<file path="src/rtl/sw_arbiter_if.sv">
// Request/grant bundle between route computation, the switch arbiter and the crossbar.
// The master side presents flits and credits; the slave side (the arbiter) returns grants.
interface sw_arbiter_if #(
  parameter int NPORT = 5
);
  logic [NPORT-1:0]   req_valid;
  logic [3*NPORT-1:0] req_port;
  logic [NPORT-1:0]   req_head;
  logic [NPORT-1:0]   req_tail;
  logic [NPORT-1:0]   credit_avail;
  logic [NPORT-1:0]   grant;
  logic [NPORT-1:0]   out_valid;
  logic [3*NPORT-1:0] sel;
  logic [NPORT-1:0]   busy;

  modport master (
    output req_valid, req_port, req_head, req_tail, credit_avail,
    input  grant, out_valid, sel, busy
  );

  modport slave (
    input  req_valid, req_port, req_head, req_tail, credit_avail,
    output grant, out_valid, sel, busy
  );
endinterface

</file>
<file path="src/rtl/sw_arbiter.sv">
// Per-output round-robin switch arbiter with wormhole locking.
//
//   state     | meaning
//   ----------+--------------------------------------------------------------
//   ST_IDLE   | output free; any head flit aimed at it may compete
//   ST_LOCKED | output owned by owner_q[o] until that packet's tail crosses
//
// Grants are combinational (zero latency); state, owner and pointer move
// only on a granted flit.
module sw_arbiter #(
  parameter int NPORT = 5
) (
  input  logic        clk,
  input  logic        reset,
  sw_arbiter_if.slave bus
);

  typedef enum logic {
    ST_IDLE   = 1'b0,
    ST_LOCKED = 1'b1
  } state_e;

  localparam logic [2:0] LAST = 3'(NPORT - 1);

  state_e     state_q  [NPORT];
  state_e     state_d  [NPORT];
  logic [2:0] owner_q  [NPORT];
  logic [2:0] owner_d  [NPORT];
  logic [2:0] rr_ptr_q [NPORT];
  logic [2:0] rr_ptr_d [NPORT];

  logic [NPORT-1:0]   grant;
  logic [NPORT-1:0]   out_valid;
  logic [3*NPORT-1:0] sel;
  logic [NPORT-1:0]   busy;

  // Candidate vector is 8 wide so any 3-bit scan index stays in range.
  logic [7:0] cand;
  logic       found;
  logic [2:0] winner;
  logic [2:0] idx;

  // Pointer advance wraps explicitly at NPORT-1; a plain 3-bit add would run to 5..7.
  function automatic logic [2:0] ptr_inc(input logic [2:0] p);
    return (p == LAST) ? 3'd0 : p + 3'd1;
  endfunction

  // Per-output candidate build, round-robin pick, grant decode and next state.
  always_comb begin
    for (int o = 0; o < NPORT; o++) begin
      state_d[o]  = state_q[o];
      owner_d[o]  = owner_q[o];
      rr_ptr_d[o] = rr_ptr_q[o];
    end
    grant     = '0;
    out_valid = '0;
    sel       = '0;
    busy      = '0;
    cand      = '0;
    found     = 1'b0;
    winner    = '0;
    idx       = '0;

    if (!reset) begin
      for (int o = 0; o < NPORT; o++) begin
        state_d[o]  = ST_IDLE;
        owner_d[o]  = '0;
        rr_ptr_d[o] = '0;
      end
    end else begin
      for (int o = 0; o < NPORT; o++) begin
        busy[o] = (state_q[o] == ST_LOCKED);

        cand = '0;
        for (int i = 0; i < NPORT; i++) begin
          cand[i] = bus.req_valid[i] && (bus.req_port[3*i +: 3] == 3'(o)) &&
                    ((state_q[o] == ST_IDLE) ? bus.req_head[i]
                                             : (!bus.req_head[i] && (owner_q[o] == 3'(i))));
        end

        found  = 1'b0;
        winner = '0;
        idx    = rr_ptr_q[o];
        for (int k = 0; k < NPORT; k++) begin
          if (!found && cand[idx]) begin
            found  = 1'b1;
            winner = idx;
          end
          idx = ptr_inc(idx);
        end

        if (found && bus.credit_avail[o]) begin
          out_valid[o]     = 1'b1;
          sel[3*o +: 3]    = winner;
          grant[winner]    = 1'b1;
          if (state_q[o] == ST_IDLE) begin
            if (bus.req_tail[winner]) begin
              rr_ptr_d[o] = ptr_inc(winner);
            end else begin
              state_d[o] = ST_LOCKED;
              owner_d[o] = winner;
            end
          end else if (bus.req_tail[winner]) begin
            state_d[o]  = ST_IDLE;
            rr_ptr_d[o] = ptr_inc(owner_q[o]);
          end
        end
      end
    end
  end

  // State, owner and pointer registers; reset is folded into the _d logic.
  always_ff @(posedge clk) begin
    state_q  <= state_d;
    owner_q  <= owner_d;
    rr_ptr_q <= rr_ptr_d;
  end

  assign bus.grant     = grant;
  assign bus.out_valid = out_valid;
  assign bus.sel       = sel;
  assign bus.busy      = busy;

endmodule

</file>
<file path="src/flat_wrapper.sv">
// flat-port wrapper written by rule: the top's interface ports become plain ports
module sw_arbiter_flat 
#(
  parameter int NPORT = 5
)
  (clk, reset, bus_req_valid, bus_req_port, bus_req_head, bus_req_tail, bus_credit_avail, bus_grant, bus_out_valid, bus_sel, bus_busy);
  sw_arbiter_if #(.NPORT(NPORT)) bus_i ();
  input  logic clk;
  input  logic reset;
  input wire logic [$bits(bus_i.req_valid)-1:0] bus_req_valid;
  input wire logic [$bits(bus_i.req_port)-1:0] bus_req_port;
  input wire logic [$bits(bus_i.req_head)-1:0] bus_req_head;
  input wire logic [$bits(bus_i.req_tail)-1:0] bus_req_tail;
  input wire logic [$bits(bus_i.credit_avail)-1:0] bus_credit_avail;
  output wire logic [$bits(bus_i.grant)-1:0] bus_grant;
  output wire logic [$bits(bus_i.out_valid)-1:0] bus_out_valid;
  output wire logic [$bits(bus_i.sel)-1:0] bus_sel;
  output wire logic [$bits(bus_i.busy)-1:0] bus_busy;
  assign bus_i.req_valid = bus_req_valid;
  assign bus_i.req_port = bus_req_port;
  assign bus_i.req_head = bus_req_head;
  assign bus_i.req_tail = bus_req_tail;
  assign bus_i.credit_avail = bus_credit_avail;
  assign bus_grant = bus_i.grant;
  assign bus_out_valid = bus_i.out_valid;
  assign bus_sel = bus_i.sel;
  assign bus_busy = bus_i.busy;
  sw_arbiter #(.NPORT(NPORT)) u_core (.clk(clk), .reset(reset), .bus(bus_i));
endmodule
</file>
<file path="config.mk">
export PLATFORM = sky130hd
export DESIGN_NAME = sw_arbiter_flat
export DESIGN_NICKNAME = d
export VERILOG_FILES = /design/src/rtl/sw_arbiter_if.sv /design/src/rtl/sw_arbiter.sv /design/src/flat_wrapper.sv
export SDC_FILE = /design/constraint.sdc
export NUM_CORES = 1
export LEC_CHECK = 0
export CAP_MARGIN = 20
export CORE_MARGIN = 3
export CORE_UTILIZATION = 56
export DETAILED_ROUTE_END_ITERATION = 10
export PLACE_DENSITY = 0.77
export SLEW_MARGIN = 5
export SYNTH_ARGS = -nofsm -noshare
export SYNTH_HDL_FRONTEND = slang
export SYNTH_SLANG_ARGS = --single-unit
export TNS_END_PERCENT = 1
</file>
<file path="constraint.sdc">
create_clock -name clk -period 10.6 [get_ports clk]
set_clock_uncertainty 0.2 [all_clocks]
set_input_delay 2.12 -clock clk [delete_from_list [all_inputs] [get_ports clk]]
set_output_delay 2.12 -clock clk [all_outputs]
set_load 0.005 [all_outputs]
</file>
==> results.md, run 1 <==
* Status: finished, final reports clean
* PwrDens at 215 nW/um^2
* Peak VDD IR at 0.000247 V
* Crit path time final at 9.22 ns
* Die Y at 127 um
* Vias in the first global route at 8,020
* PortBufs at 66
* Leakage at 3.62 nW
* Synth top cells by count: 100 x nand2_1, 74 x inv_1, 71 x a21oi_1, 68 x ha_1, 64 x nor2_1
* Startpoint Class: input pin
* Finish-stage setup viols at 0
* Fillers at 1,293
* Peak Freq at 0.108 GHz
* Post-synth top area share at roughly a tenth
* # clock sinks at 35
* Cts bufs inserted at 5
* Reg2reg path depth at 21
* Dominant synthesized flop cell: dfxtp_1
* Worst hold start: u_core.owner_q[10]
* Most numerous cell in the Yosys netlist: nand2_1
* WHS Path Cells at 2
* Crit path required time at 8.28 ns
* Yosys top cell by area: ha_1
* Seq/Total Area, Yosys at 8.53%
* Rel. slew slack at between 20% and 30%
* Setup crit end kind: primary output
* Iteration-0 DRC Markers at 965
* Internal reg-to-reg setup slack at 4.38 ns
* Antenna viol nets, final at 0
* Initial antenna violation count at 0
* Gr ovfl total at 0
* Proportion of layout cells with a drive suffix above 1 at 8.28%
* DP Wirelength at 20,200 um
* Area of the die at 16,200 um^2
* Root Buffer Master: clkbuf_16
* Die width at 127 um
* Cell Area, Synth at 8210 um^2
* Crit path DAT at about 7 ns
* Final WS setup at between 1 and 1.5 ns
* Drt pass-1 iters at 9
* Synth top area cells: ha_1 10%, dfxtp_1 8.5%, mux2i_1 6.9%
* RSZ-0062 raised after global routing: no
* Max Slew Vio Count at 0
* Via-to-Cell Ratio at 6.81
* Max_cap viols at 0
* Distinct cells, synth at 103
* Antenna cell count at 0
* Synth Register Bits at 35
* Ports at 67
* Pin count of the biggest net entering global routing at 54
* Post-Route WL at 25,600 um
* Worst-Margin Slew at 1.05 ns
* Post-CTS sizing at 0
* Residual DRC at 0
* CTS HTree Levels at 2
* Mean Syn Cell Area at 7.39 um^2
* Global Route Usage Sum at 30.4%
* Setup CP Type: input pin to primary output
* Final Net Count at 1,252
* Vias post-DR at about 9.0k
* First-pass GRT wire length at 40,900 um
* Post-synth EDFFs at 0
* Rows at 43
* Critical R2R Capture: u_core.owner_q[9]
* Worst Hold End: u_core.owner_q[10]
* Worst r2r src: u_core.rr_ptr_q[9]
* Final GP Congestion at 0.977
* Post-CTS Hold Fix Bufs at 0
* Period Utilization, post-route at 87.0%
* Crit Path Max Fanout at 10
* Pre-CTS WS at roughly 1.5 ns
* Cell count after synthesis at roughly 1.1k
* Sum of negative setup slack at 0 ns
* CTS max path bufs at 2
* Final Hold Violating Endpoints at 0
* Syn-to-layout area delta at 10.5%
* CTS tree: built
* Hold crit path type: flop to flop
* Util after Layout at ~64%
* Async S/R FF share, synth at 0%
* Clk_lat worst skew at 0.29 ns
* Mapped Nets at around 1.2k
* Routed WL per cell at 19.3 um
* Core Area at 14,100 um^2
* Initial Utilization at 58.3%
* Worst-path clk slew at 0.06 ns
* Post-CTS setup buffer count at 0
* Synth warn at 0
==> where the power goes <==
group | internal, mW | total, mW | switching (mW) | leakage, nW
clock network | 0.0920 | 0.154 | 0.0618 | 0.0727
logic | 0.642 | 1.59 | 0.948 | 3.26
registers | 0.152 | 0.204 | 0.0519 | 0.283
==> state kept, by name (all words and copies together), names as in the netlist <==
register	cells
u_core.rr_ptr_q	15
u_core.owner_q	15
u_core.state_q	5
==> cells in the final DEF (no fill, tap or decap), drive strengths merged, types with 7 or more instances in the layout <==
cell type      count
o211ai            24
nor4              10
o31a               7
or2               10
or3b               8
a211o             17
mux2i             59
and2              23
o31ai              8
or4               13
nand3b             7
nor3              25
nor3b             10
nor4bb            17
a21oi             72
clkbuf             7
a21o              28
nand2            103
a211oi            27
ha                68
inv               77
nor2              64
clkdlybuf4s50     65
nand4              7
a31oi             15
o22ai              7
and3              17
o21ai             54
dfxtp             35
nor2b             28
mux2              13
nand3             36
nand2b            22
o21a              17
nand4b            11
==> critical path: stages <==
cell and delay [ns]:
clkdlybuf4s50_1 0.82, and3b_1 0.24, o21ai_0 0.60, mux2i_1 0.25, a211oi_1 0.55, nand4bb_1 0.32
o211a_1 0.31, o2bb2ai_1 0.39, nand2_1 0.26, o22ai_1 0.18, a211oi_1 0.10, a21oi_1 0.19
clkdlybuf4s50_1 0.56
==> area by class of cell <==
type	count	area, um^2	area share, %
Clock buffer	6	139	1.53
Clock inverter	1	5.00	0.0551
Inverter	80	300	3.31
Multi-Input combinational cell	957	7040	77.5
Sequential cell	35	701	7.72
Tap cell	180	225	2.48
Timing Repair Buffer	68	668	7.36
==> how the worst max path moves through the flow <==
stage | startpoint | to | slack, ns | cells past startpoint
finish | bus_req_head[3] | bus_grant[4] | 1.38 | 13
floorplan | bus_req_port[3] | bus_grant[0] | 3.42 | 11
global placement | bus_req_head[3] | bus_grant[0] | 1.70 | 12
detailed placement | bus_req_head[3] | bus_grant[4] | 1.52 | 13
global route | bus_req_head[3] | bus_grant[4] | 1.20 | 13
CTS | bus_req_head[3] | bus_grant[4] | 1.50 | 13
==> stage by stage <==
stage	hold slack (ns)	instance area (um^2)	std cells	power, mW
4_1_cts	0.316	9070	1326	1.91
2_1_floorplan	0.271	8210	1111	1.41
3_5_place_dp	0.308	8930	1319	1.75
3_3_place_gp	0.295	8930	1319	1.74
5_1_grt	0.352	9070	1327	2.11
6_report	0.319	9070	1327	1.95
==> metal layers <==
metal	GRT usage (%)	part of all wire, %	routed length [um]	vias to the layer above
li1	-	-	-	4336
met1	41.8	44	11200	4225
met2	49.9	46	11700	443
met3	5.27	9.0	2300	39
met4	7.00	1.7	429	0
met5	0	0	0	-
==> cell families after synthesis <==
kind of cell	count (synthesis)	synth area share (%)
compound gates	368	33.0
fa+ha+maj	68	10.4
buf+inv	119	5.79
flops	35	8.53
mux	75	9.99
simple gates	446	32.3
(Power assumes the default switching activity.)
==> inputs of run 2 (changes only) <==
==> constraint.sdc (replaced) <==
create_clock -name clk -period 10.6 [get_ports clk]
set_clock_uncertainty 0.2 [all_clocks]
set_input_delay 1.59 -clock clk [delete_from_list [all_inputs] [get_ports clk]]
set_output_delay 1.59 -clock clk [all_outputs]
set_load 0.005 [all_outputs]
==> run 2 against run 1 <==
Global-route usage is 0.080 points higher. First-iteration DRC count grew 8.9%. Clock power shrank 9%. Cell count shrank 0.15%. Core utilization shrank 0.14 points. Wire length is 0.97% lower. Final area shrank 0.22%. Hold slack worse by 0.0051 ns. Non-clock buffer count down 1. Via count decreased by 0.81%. Critical path type is now flop to primary output. Largest cell class unchanged.
==> results.md, run 2 (synthesized netlist as in run 1, its figures left out) <==
* Status: finished, final reports clean
* Sum of negative setup slack at 0 ns (unchanged)
* Reg2reg path depth at 19 (-9.5%)
* Drt pass-1 iters at 5 (-4)
* Iteration-0 DRC Markers at 1,051 (+8.9%)
* Routed WL per cell at 19.2 um (-0.82%)
* CTS tree: built
* Syn-to-layout area delta at 10.3%
* Pre-CTS WS at 2.62 ns (+1.10 ns)
* Setup crit end kind: primary output
* Hold crit path type: flop to flop
* WP buf/inv at 3 (+1)
* Period Utilization, post-route at 77.2% (-9.8 points)
* PwrDens at 214 nW/um^2 (-0.46%)
* Max_cap viols at 0 (unchanged)
* Final Net Count at 1,251 (-0.080%)
* Top Family by Delay on Critical Path: compound AO/OA/AOI/OAI gates
* Die Y at 127 um (unchanged)
* Core Area at 14,100 um^2 (unchanged)
* Final GP Congestion at 0.971 (-0.60%)
* Worst-path clk slew at 0.06 ns (about the same)
* Vias in the first global route at 8,063 (+0.54%)
* Via-to-Cell Ratio at 6.77 (-0.66%)
* Sw Ratio at 54.6% (+0.11 points)
* Rel. slew slack at 24.6% (-4.6 points)
* First-pass GRT wire length at 41,100 um (+0.47%)
* RSZ-0062 raised after global routing: no
* Crit path time final at 8.19 ns (-1.03 ns)
* PortBufs at 66 (unchanged)
* Initial antenna violation count at 0 (unchanged)
* Worst-Margin Slew at 1.12 ns (+0.0672 ns)
* Ports at 67 (unchanged)
* Post-Route WL at 25,400 um (-0.97%)
* Peak Freq at 0.122 GHz (+13%)
* CTS HTree Levels at 2 (unchanged)
* Finish-stage setup viols at 0 (unchanged)
* Hold WS at 0.314 ns (-0.00514 ns)
* Gr ovfl total at 0 (unchanged)
* Root Buffer Master: clkbuf_16
* Clock Power Share at 7.2% (-0.7 points)
* Global Route Usage Sum at 30.5% (+0.080 points)
* Leakage at 3.61 nW (-0.40%)
* Crit Path Max Fanout at 9 (-1)
* Leading registers by flop count: u_core.owner_q x15, u_core.rr_ptr_q x15, u_core.state_q x5
* WHS Path Cells at 2 (unchanged)
* Placed insts at 1,319 (unchanged)
* Crit path DAT at 6.40 ns (-0.50 ns)
* # clock sinks at 35 (unchanged)
* Antenna viol nets, final at 0 (unchanged)
* Pin count of the biggest net entering global routing at 54 (unchanged)
* Cts bufs inserted at 5 (unchanged)
* Register share of total power at 10.6% (about the same)
* Setup CP Type: flop to primary output
* DP Wirelength at 20,100 um (-0.86%)
* Commonest cells after routing, fill and taps aside: 100 x nand2_1, 74 x inv_1, 71 x a21oi_1, 68 x ha_1, 65 x clkdlybuf4s50_1
* Proportion of layout cells with a drive suffix above 1 at 8.03% (-0.25 points)
* Combinational share of power at 82.2% (+0.6 points)
* Clk_lat worst skew at 0.28 ns (about the same)
* Area of the die at 16,200 um^2 (unchanged)
* Residual DRC at 0 (unchanged)
* Internal Pwr Total at 0.878 mW (-0.93%)
* Max Slew Vio Count at 0 (unchanged)
* Post-CTS Hold Fix Bufs at 0 (unchanged)
* Die width at 127 um (unchanged)
* Peak VDD IR at 0.000253 V (+2.7%)
* CTS max path bufs at 2 (unchanged)
* Vias post-DR at 8,970 (-0.81%)
* Post-CTS sizing at 0 (unchanged)
* Layout Cells excl Fill at 1,325 (-0.15%)
* Rows at 43 (unchanged)
* Slowest cell on the critical path: a2111oi_1
* Initial Utilization at 58.3% (unchanged)
* Commonest non-fill, non-tap cell in the layout: nand2_1
* Crit path required time at 8.81 ns (+0.53 ns)
* NetSw at 1.06 mW (-0.47%)
* Crit-path cells: clkinv_1 -> ha_1 -> nand2_1 -> nand2_1 -> ha_1 -> o21ai_0 -> a22o_1 -> inv_1 -> ha_1 -> or2_2 -> o311a_1 -> nand3b_1 -> a2111oi_1 -> a21oi_1 -> o211ai_1 -> a21oi_1 -> a21oi_1 -> nor3_1 -> a311o_1 -> o31a_1 -> clkdlybuf4s50_1
* Slowest Stage Delay on Critical Path at 0.59 ns (-0.23 ns)
* Startpoint Class: flop
* Final Hold Violating Endpoints at 0 (unchanged)
* Crit path depth at 21 (+8)
* Final WS setup at 2.41 ns (+1.03 ns)
* Post-CTS setup buffer count at 0 (unchanged)
* Antenna cell count at 0 (unchanged)
[run 2: cell type report]
cell class                 count  area [um^2]
multi-input combinational    957         7040
fill                        1283         5040
sequential                    35          701
timing repair buffer          67          663
inverter                      80          300
tap                          180          225
clock buffer                   6          129
[run 2: power groups by stage]
stage               registers [mW]  logic (mW)  clock network (mW)
global placement             0.204        1.53                   0
CTS                          0.202        1.56               0.141
detailed placement           0.204        1.55                   0
floorplan                    0.171        1.24                   0
global route                 0.209        1.75               0.147
finish                       0.204        1.59               0.140
[run 2: stage by stage]
stage	total power [mW]	area (um^2)	util [%]
after floorplan	1.41	8210	-
after global placement	1.74	8930	63.3
after detailed placement	1.75	8930	63.3
after CTS	1.90	9050	64.2
after global routing	2.10	9050	64.2
final	1.93	9050	64.2
[run 2: worst min-delay path: cells and delay by family, from the launching register on]
family / cells / cell delay, ns
AND/OR/NAND/NOR: 1 / 0.07
multiplexers: 1 / 0.06
flip-flops: 1 / 0.34
[run 2: routing by layer]
metal / share of wire, % / GRT usage (%) / vias up
met5: 0 / 0 / -
met4: 2.9 / 9.65 / 0
met3: 8.2 / 4.97 / 52
met2: 44 / 47.6 / 382
met1: 45 / 43.1 / 4208
li1: - / - / 4328
[run 2: path summary, 6_finish.rpt]
check        slack, ns                start                  end
max               2.41   u_core.rr_ptr_q[9]         bus_grant[0]
min               0.31   u_core.owner_q[10]   u_core.owner_q[10]
max reg2reg       4.48  u_core.rr_ptr_q[12]  u_core.rr_ptr_q[13]
min reg2reg       0.31   u_core.owner_q[10]   u_core.owner_q[10]
